**src/rtl/lsu.sv**
```systemverilog
// RV32I load/store unit: one access at a time over a req/ack memory port with optional wait timeout.
// Build option: define LSU_MISALIGN_TRAP_EN to reject misaligned half/word accesses with resp_err.
module lsu #(
    parameter int unsigned TIMEOUT_CYCLES = 255
) (
    input  logic        clk,
    input  logic        rst,
    input  logic        req_valid,
    output logic        req_ready,
    input  logic [31:0] req_addr,
    input  logic [31:0] req_wdata,
    input  logic [2:0]  req_funct,
    input  logic        req_load,
    input  logic        req_store,
    output logic        mem_req,
    output logic        mem_we,
    output logic [31:0] mem_addr,
    output logic [31:0] mem_wdata,
    output logic [3:0]  mem_wstrb,
    input  logic        mem_ack,
    input  logic [31:0] mem_rdata,
    output logic        resp_valid,
    output logic [31:0] resp_data,
    output logic        resp_err
);
    typedef enum logic [1:0] {IDLE = 2'd0, MEM = 2'd1, DONE = 2'd2} state_t;
    state_t state_reg, state_next;

    logic [1:0]  addr_lo_reg;
    logic [2:0]  funct_reg;
    logic        load_reg;
    logic [31:0] wait_reg;
    logic        mem_req_reg, mem_we_reg;
    logic [31:0] mem_addr_reg, mem_wdata_reg;
    logic [3:0]  mem_wstrb_reg;
    logic [31:0] resp_data_reg;
    logic        resp_err_reg;

    logic        req_legal, req_misalign, req_ok;
    logic [3:0]  req_wstrb;
    logic [31:0] req_wdata_rep;
    logic        ack_take, timeout_hit;
    logic [7:0]  rd_byte [4];
    logic [15:0] rd_half [2];
    logic [7:0]  sel_byte;
    logic [15:0] sel_half;
    logic [31:0] load_ext;

    always_comb begin
        req_legal = 1'b0;
        if (req_load && !req_store) begin
            case (req_funct)
                3'b000, 3'b001, 3'b010, 3'b100, 3'b101: req_legal = 1'b1;
                default: req_legal = 1'b0;
            endcase
        end else if (req_store && !req_load) begin
            case (req_funct)
                3'b000, 3'b001, 3'b010: req_legal = 1'b1;
                default: req_legal = 1'b0;
            endcase
        end
    end

`ifdef LSU_MISALIGN_TRAP_EN
    assign req_misalign = (req_funct[1:0] == 2'b01 && req_addr[0]) ||
                          (req_funct[1:0] == 2'b10 && req_addr[1:0] != 2'b00);
`else
    assign req_misalign = 1'b0;
`endif

    assign req_ok = req_legal && !req_misalign;

    // Halfword lanes follow addr[1] only, so an odd halfword address lands on its aligned lane.
    always_comb begin
        req_wstrb     = 4'b1111;
        req_wdata_rep = req_wdata;
        case (req_funct[1:0])
            2'b00: begin
                req_wstrb     = 4'b0001 << req_addr[1:0];
                req_wdata_rep = {4{req_wdata[7:0]}};
            end
            2'b01: begin
                req_wstrb     = req_addr[1] ? 4'b1100 : 4'b0011;
                req_wdata_rep = {2{req_wdata[15:0]}};
            end
            default: begin
                req_wstrb     = 4'b1111;
                req_wdata_rep = req_wdata;
            end
        endcase
    end

    genvar gi;
    for (gi = 0; gi < 4; gi++) begin : g_byte
        assign rd_byte[gi] = mem_rdata[8*gi +: 8];
    end
    for (gi = 0; gi < 2; gi++) begin : g_half
        assign rd_half[gi] = mem_rdata[16*gi +: 16];
    end

    assign sel_byte = rd_byte[addr_lo_reg];
    assign sel_half = rd_half[addr_lo_reg[1]];

    always_comb begin
        load_ext = mem_rdata;
        case (funct_reg)
            3'b000:  load_ext = {{24{sel_byte[7]}}, sel_byte};
            3'b100:  load_ext = {24'd0, sel_byte};
            3'b001:  load_ext = {{16{sel_half[15]}}, sel_half};
            3'b101:  load_ext = {16'd0, sel_half};
            default: load_ext = mem_rdata;
        endcase
    end

    assign ack_take    = (state_reg == MEM) && mem_req_reg && mem_ack;
    assign timeout_hit = (TIMEOUT_CYCLES != 0) && ((wait_reg + 32'd1) == TIMEOUT_CYCLES);

    always_comb begin
        state_next = state_reg;
        req_ready  = 1'b0;
        resp_valid = 1'b0;
        case (state_reg)
            IDLE: begin
                req_ready = 1'b1;
                if (req_valid) state_next = req_ok ? MEM : DONE;
            end
            MEM: begin
                if (ack_take || timeout_hit) state_next = DONE;
            end
            DONE: begin
                resp_valid = 1'b1;
                state_next = IDLE;
            end
            default: state_next = IDLE;
        endcase
    end

    always_ff @(posedge clk) begin
        if (rst) begin
            state_reg     <= IDLE;
            addr_lo_reg   <= 2'b00;
            funct_reg     <= 3'b000;
            load_reg      <= 1'b0;
            wait_reg      <= '0;
            mem_req_reg   <= 1'b0;
            mem_we_reg    <= 1'b0;
            mem_addr_reg  <= '0;
            mem_wdata_reg <= '0;
            mem_wstrb_reg <= 4'b0000;
            resp_data_reg <= '0;
            resp_err_reg  <= 1'b0;
        end else begin
            state_reg <= state_next;
            case (state_reg)
                IDLE: begin
                    if (req_valid) begin
                        addr_lo_reg <= req_addr[1:0];
                        funct_reg   <= req_funct;
                        load_reg    <= req_load;
                        wait_reg    <= '0;
                        if (req_ok) begin
                            mem_req_reg   <= 1'b1;
                            mem_we_reg    <= req_store;
                            mem_addr_reg  <= {req_addr[31:2], 2'b00};
                            mem_wdata_reg <= req_wdata_rep;
                            mem_wstrb_reg <= req_store ? req_wstrb : 4'b0000;
                        end else begin
                            resp_err_reg <= 1'b1;
                        end
                    end
                end
                MEM: begin
                    // An ack in the timeout cycle takes priority, so the access still succeeds.
                    if (ack_take) begin
                        mem_req_reg   <= 1'b0;
                        mem_we_reg    <= 1'b0;
                        mem_wstrb_reg <= 4'b0000;
                        resp_err_reg  <= 1'b0;
                        resp_data_reg <= load_reg ? load_ext : 32'd0;
                    end else begin
                        wait_reg <= wait_reg + 32'd1;
                        if (timeout_hit) begin
                            mem_req_reg   <= 1'b0;
                            mem_we_reg    <= 1'b0;
                            mem_wstrb_reg <= 4'b0000;
                            resp_err_reg  <= 1'b1;
                            resp_data_reg <= 32'd0;
                        end
                    end
                end
                DONE: begin
                    resp_data_reg <= 32'd0;
                    resp_err_reg  <= 1'b0;
                end
                default: ;
            endcase
        end
    end

    assign mem_req   = mem_req_reg;
    assign mem_we    = mem_we_reg;
    assign mem_addr  = mem_addr_reg;
    assign mem_wdata = mem_wdata_reg;
    assign mem_wstrb = mem_wstrb_reg;
    assign resp_data = resp_data_reg;
    assign resp_err  = resp_err_reg;
endmodule
```
**config.mk**
```make
export PLATFORM = sky130hd
export DESIGN_NAME = lsu
export DESIGN_NICKNAME = d
export VERILOG_FILES = /design/src/rtl/lsu.sv
export SDC_FILE = /design/constraint.sdc
export NUM_CORES = 1
export LEC_CHECK = 0
export ABC_AREA = 1
export CAP_MARGIN = 5
export CELL_PAD_IN_SITES_DETAIL_PLACEMENT = 1
export CELL_PAD_IN_SITES_GLOBAL_PLACEMENT = 2
export CORE_MARGIN = 10
export CORE_UTILIZATION = 25
export CTS_CLUSTER_DIAMETER = 60
export DETAILED_ROUTE_END_ITERATION = 7
export MAX_ROUTING_LAYER = met4
export PLACE_DENSITY_LB_ADDON = 0.1
export RECOVER_POWER = 100
export SYNTH_ARGS = -nofsm -noshare
export SYNTH_HDL_FRONTEND = slang
export SYNTH_SLANG_ARGS = --single-unit
```
**constraint.sdc**
```tcl
create_clock -name clk -period 2.47 [get_ports clk]
set_input_delay 0.3705 -clock clk [delete_from_list [all_inputs] [get_ports clk]]
set_output_delay 0.3705 -clock clk [all_outputs]
set_load 0.05 [all_outputs]
```
==> results.md <==
* CTS root buf: clkbuf_16
* Clk_lat worst skew at about 0.43 ns
* Post-synthesis compound-gate area fraction at around a fifth
* Initial core utilization at 25.6%
* Routability Congestion at about 0.80
* Vias in the first global route at approximately 7800
* Final setup vio count at 0
* Post-synthesis adder-cell area fraction at 0.901%
* Crit path kind: reg -> reg
* Clock Path Buffers at 2
* Fmax at between 400 and 500 MHz
* Leakage power at ~4.2 nW
* Post-detailed-placement half-perimeter wirelength at around 21000 um
* FP Rows at 60
* DRT iter0 DRCs at between 300 and 400
* Initial antenna violation count at 0
* Max cap viols at 0
* Clk sink count at 141
* Worst-margin pin slew at approximately 0.9 ns
* Die W at around 190 um
* Die Y at ~190 um
* Fillers at roughly 3400
* Simple-gate area share of the yosys netlist at a little under a third
* Post-synth cell types at 40
* DR DRC count at 0
* Total global-route track usage at approximately 16%
* Cell Pwr Density at just over 600 nW/um2
* Vias per inst at 4.59
* Htree depth at 4
* Post-Synthesis Cells at roughly 1000
* Die area at ~35000 um2
* Final Hold Vio Count at 0
* Power Total at 0.00633 W
* Via Count at ~7600
* Sequential-to-total area share from yosys stat at between 40 and 50%
* Mapped cell area at 6950 um2
* Pins Over Slew Limit at 0
* XOR/XNOR share of the synthesized area at less than 1%
* Arr. time, crit path at between 2 and 3 ns
* Global-route wire length before repair at ~45000 um
* Synth top cells by count: nand2_1 (282), nor2_1 (154), dfxtp_1 (141)
* Int Pwr at ~0.0042 W
* Top cell type's share of synthesized area at 40.6%
* N_diodes at 0
* Crit Path Max Fanout at 8
* Area contributors post-synth: dfxtp_1 (41%), nand2_1 (15%), nor2_1 (8.3%), a21oi_1 (7.9%), o21ai_0 (7.6%)
* GRT overflow at 0
* Routed wire length at just under 30000 um
* Post-synth EDFFs at 0
* Worst hold slack at between 0.4 and 0.5 ns
* Most frequent cell after synthesis: nand2_1
* VDD IR max at roughly 0.00032 V
* Share of power burned in registers at about two fifths
* Synthesized area per cell at around 6.6 um2
* Setup Skew at 0.0135 ns
* Fraction of layout cells with a size suffix above 1 at about an eighth
* RSZ-0062 raised after global routing: true
* Largest net degree at the start of global routing at 71
* Ports at between 200 and 250
* Drt wl/cell at 17.6 um
* Flops & latches, synth at between 100 and 150
* Fin crit share at a little under 100%
* Antenna Nets Post-Route at 0
* CTS tree: built
* Clk slew on worst S/H paths at around 0.070 ns
* Hold WC Path Type: reg -> reg
* CP required at 2.74 ns
* CTS buffer count at 17
* Final Critical Period at around 2.4 ns
* Setup crit start kind: register
* Synth area leader: dfxtp_1
* Post-synthesis mux area share at between 1 and 1.5%
* Max-slew headroom at around 41%
* Status: complete, no violations
* Net Sw Power at 0.00215 W
* Largest family of logic cells by synthesized area: simple AND/OR/NAND/NOR gates
* Syn-to-layout area delta at 50.0%
* Comb pwr share at 21.1%
* Drt first pass iters at 5
* Asr flop ratio synth at 0%
* Core area at 27200 um2
* Switching Fraction at between 30% and 40%
* Ys Warns at 0
* Kind of end point of the critical path: register
* Main flop type after synthesis: dfxtp_1
* Nets@finish at between 1000 and 1500
* Clock power share at between 40% and 50%
* Input/output buffers at 207
==> routing by layer <==
layer | vias to the layer above | share of wire, % | track usage, %
met2 | 162 | 46 | 25.4
met5 | - | 0 | -
met4 | 0 | 0.75 | 3.44
li1 | 3882 | - | -
met3 | 16 | 8.3 | 6.39
met1 | 3509 | 45 | 19.5
==> placed cells by master, fill, tap and decap left out, drive strengths merged <==
cell type,Yosys,routed
a211oi,3,3
a21oi,112,112
a22oi,1,1
a31oi,13,13
and2,1,1
buf,9,40
clkbuf,46,24
clkdlybuf4s50,0,103
clkinv,4,10
conb,1,2
dfxtp,141,141
dlygate4sd3,0,102
ha,5,5
inv,57,66
mux2i,7,7
nand2,289,291
nand3,51,51
nand3b,11,11
nand4,2,2
nor2,165,165
nor3,3,3
nor4,1,1
o2111ai,1,1
o211a,1,1
o211ai,8,8
o21ai,108,108
o21bai,1,1
o22ai,1,1
or2,1,1
xnor2,1,1
xor2,2,2
==> worst max-delay path, cell delays in order, from the launching register on <==
cell and delay [ns]:
dfxtp_4 0.38, ha_4 0.16, nand2_4 0.06, nor2_4 0.23
nand2_4 0.10, nor2_4 0.18, nand2_1 0.07, nand2_1 0.07
nand2_2 0.07, nor2_1 0.11, nand2_1 0.07, nor2_2 0.12
nand3_4 0.12, nand2_8 0.17, nand2_4 0.14, nand2_1 0.11
a21oi_1 0.07
==> final cells by class <==
class	count	area (um2)	share of cell area [%]
clock buffers	17	425	4.08
clock inverters	15	145	1.39
inverters	61	229	2.20
multi-input cells	792	3870	37.2
flip-flops and latches	141	2850	27.3
well taps	372	465	4.47
repair buffers	252	2440	23.4
==> timing repair <==
item,4_1_cts,5_1_grt
pin swaps,3,24
endpoints found under the setup margin,41,41
gates resized for setup,6,67
gates cloned,0,3
hold endpoints to repair,0,0
hold buffers,0,0
buffers inserted,1,2
==> cells by family (layout without fill, tap and decap cells) <==
logic type	after synthesis	count (layout)
adder cells (fa/ha/maj)	5	5
AND/OR/NAND/NOR	524	526
XOR/XNOR	3	3
buffers and inverters	116	345
multiplexers	7	7
flip-flops	141	141
AO/OA/AOI/OAI	249	249
other	1	2
==> worst paths after layout <==
| path | start | endpoint | slack (ns) | cells past startpoint |
|---|---|---|---|---|
| max | wait_reg[1]$_SDFFE_PP0P_ | resp_data[9]$_SDFFE_PP0P_ | 0.07 | 16 |
| min | resp_data[3]$_SDFFE_PP0P_ | resp_data[3]$_SDFFE_PP0P_ | 0.46 | 2 |
| max reg2reg | wait_reg[1]$_SDFFE_PP0P_ | resp_data[9]$_SDFFE_PP0P_ | 0.07 | 16 |
| min reg2reg | resp_data[3]$_SDFFE_PP0P_ | resp_data[3]$_SDFFE_PP0P_ | 0.46 | 2 |
==> power by group through the flow <==
stage               logic (W)  registers (W)  clock network [W]
global placement      0.00134        0.00249                  0
finish                0.00134        0.00244            0.00255
CTS                   0.00136        0.00244            0.00264
floorplan            0.000509        0.00277                  0
detailed placement    0.00134        0.00250                  0
global route          0.00146        0.00246            0.00275
==> stage by stage <==
stage | TNS [ns] | cell area, um2 | setup slack, ns | utilization [%] | std cells
global placement | -2.12 | 9570 | -0.0752 | 35.2 | 1612
detailed placement | -5.07 | 9570 | -0.164 | 35.2 | 1612
floorplan | 0 | 6950 | 0.386 | - | 1047
global route | -3.29 | 10400 | -0.118 | 38.3 | 1650
CTS | 0 | 10200 | 0.0105 | 37.4 | 1645
finish | 0 | 10400 | 0.0731 | 38.3 | 1650
Power figures use the tool's default switching activity.
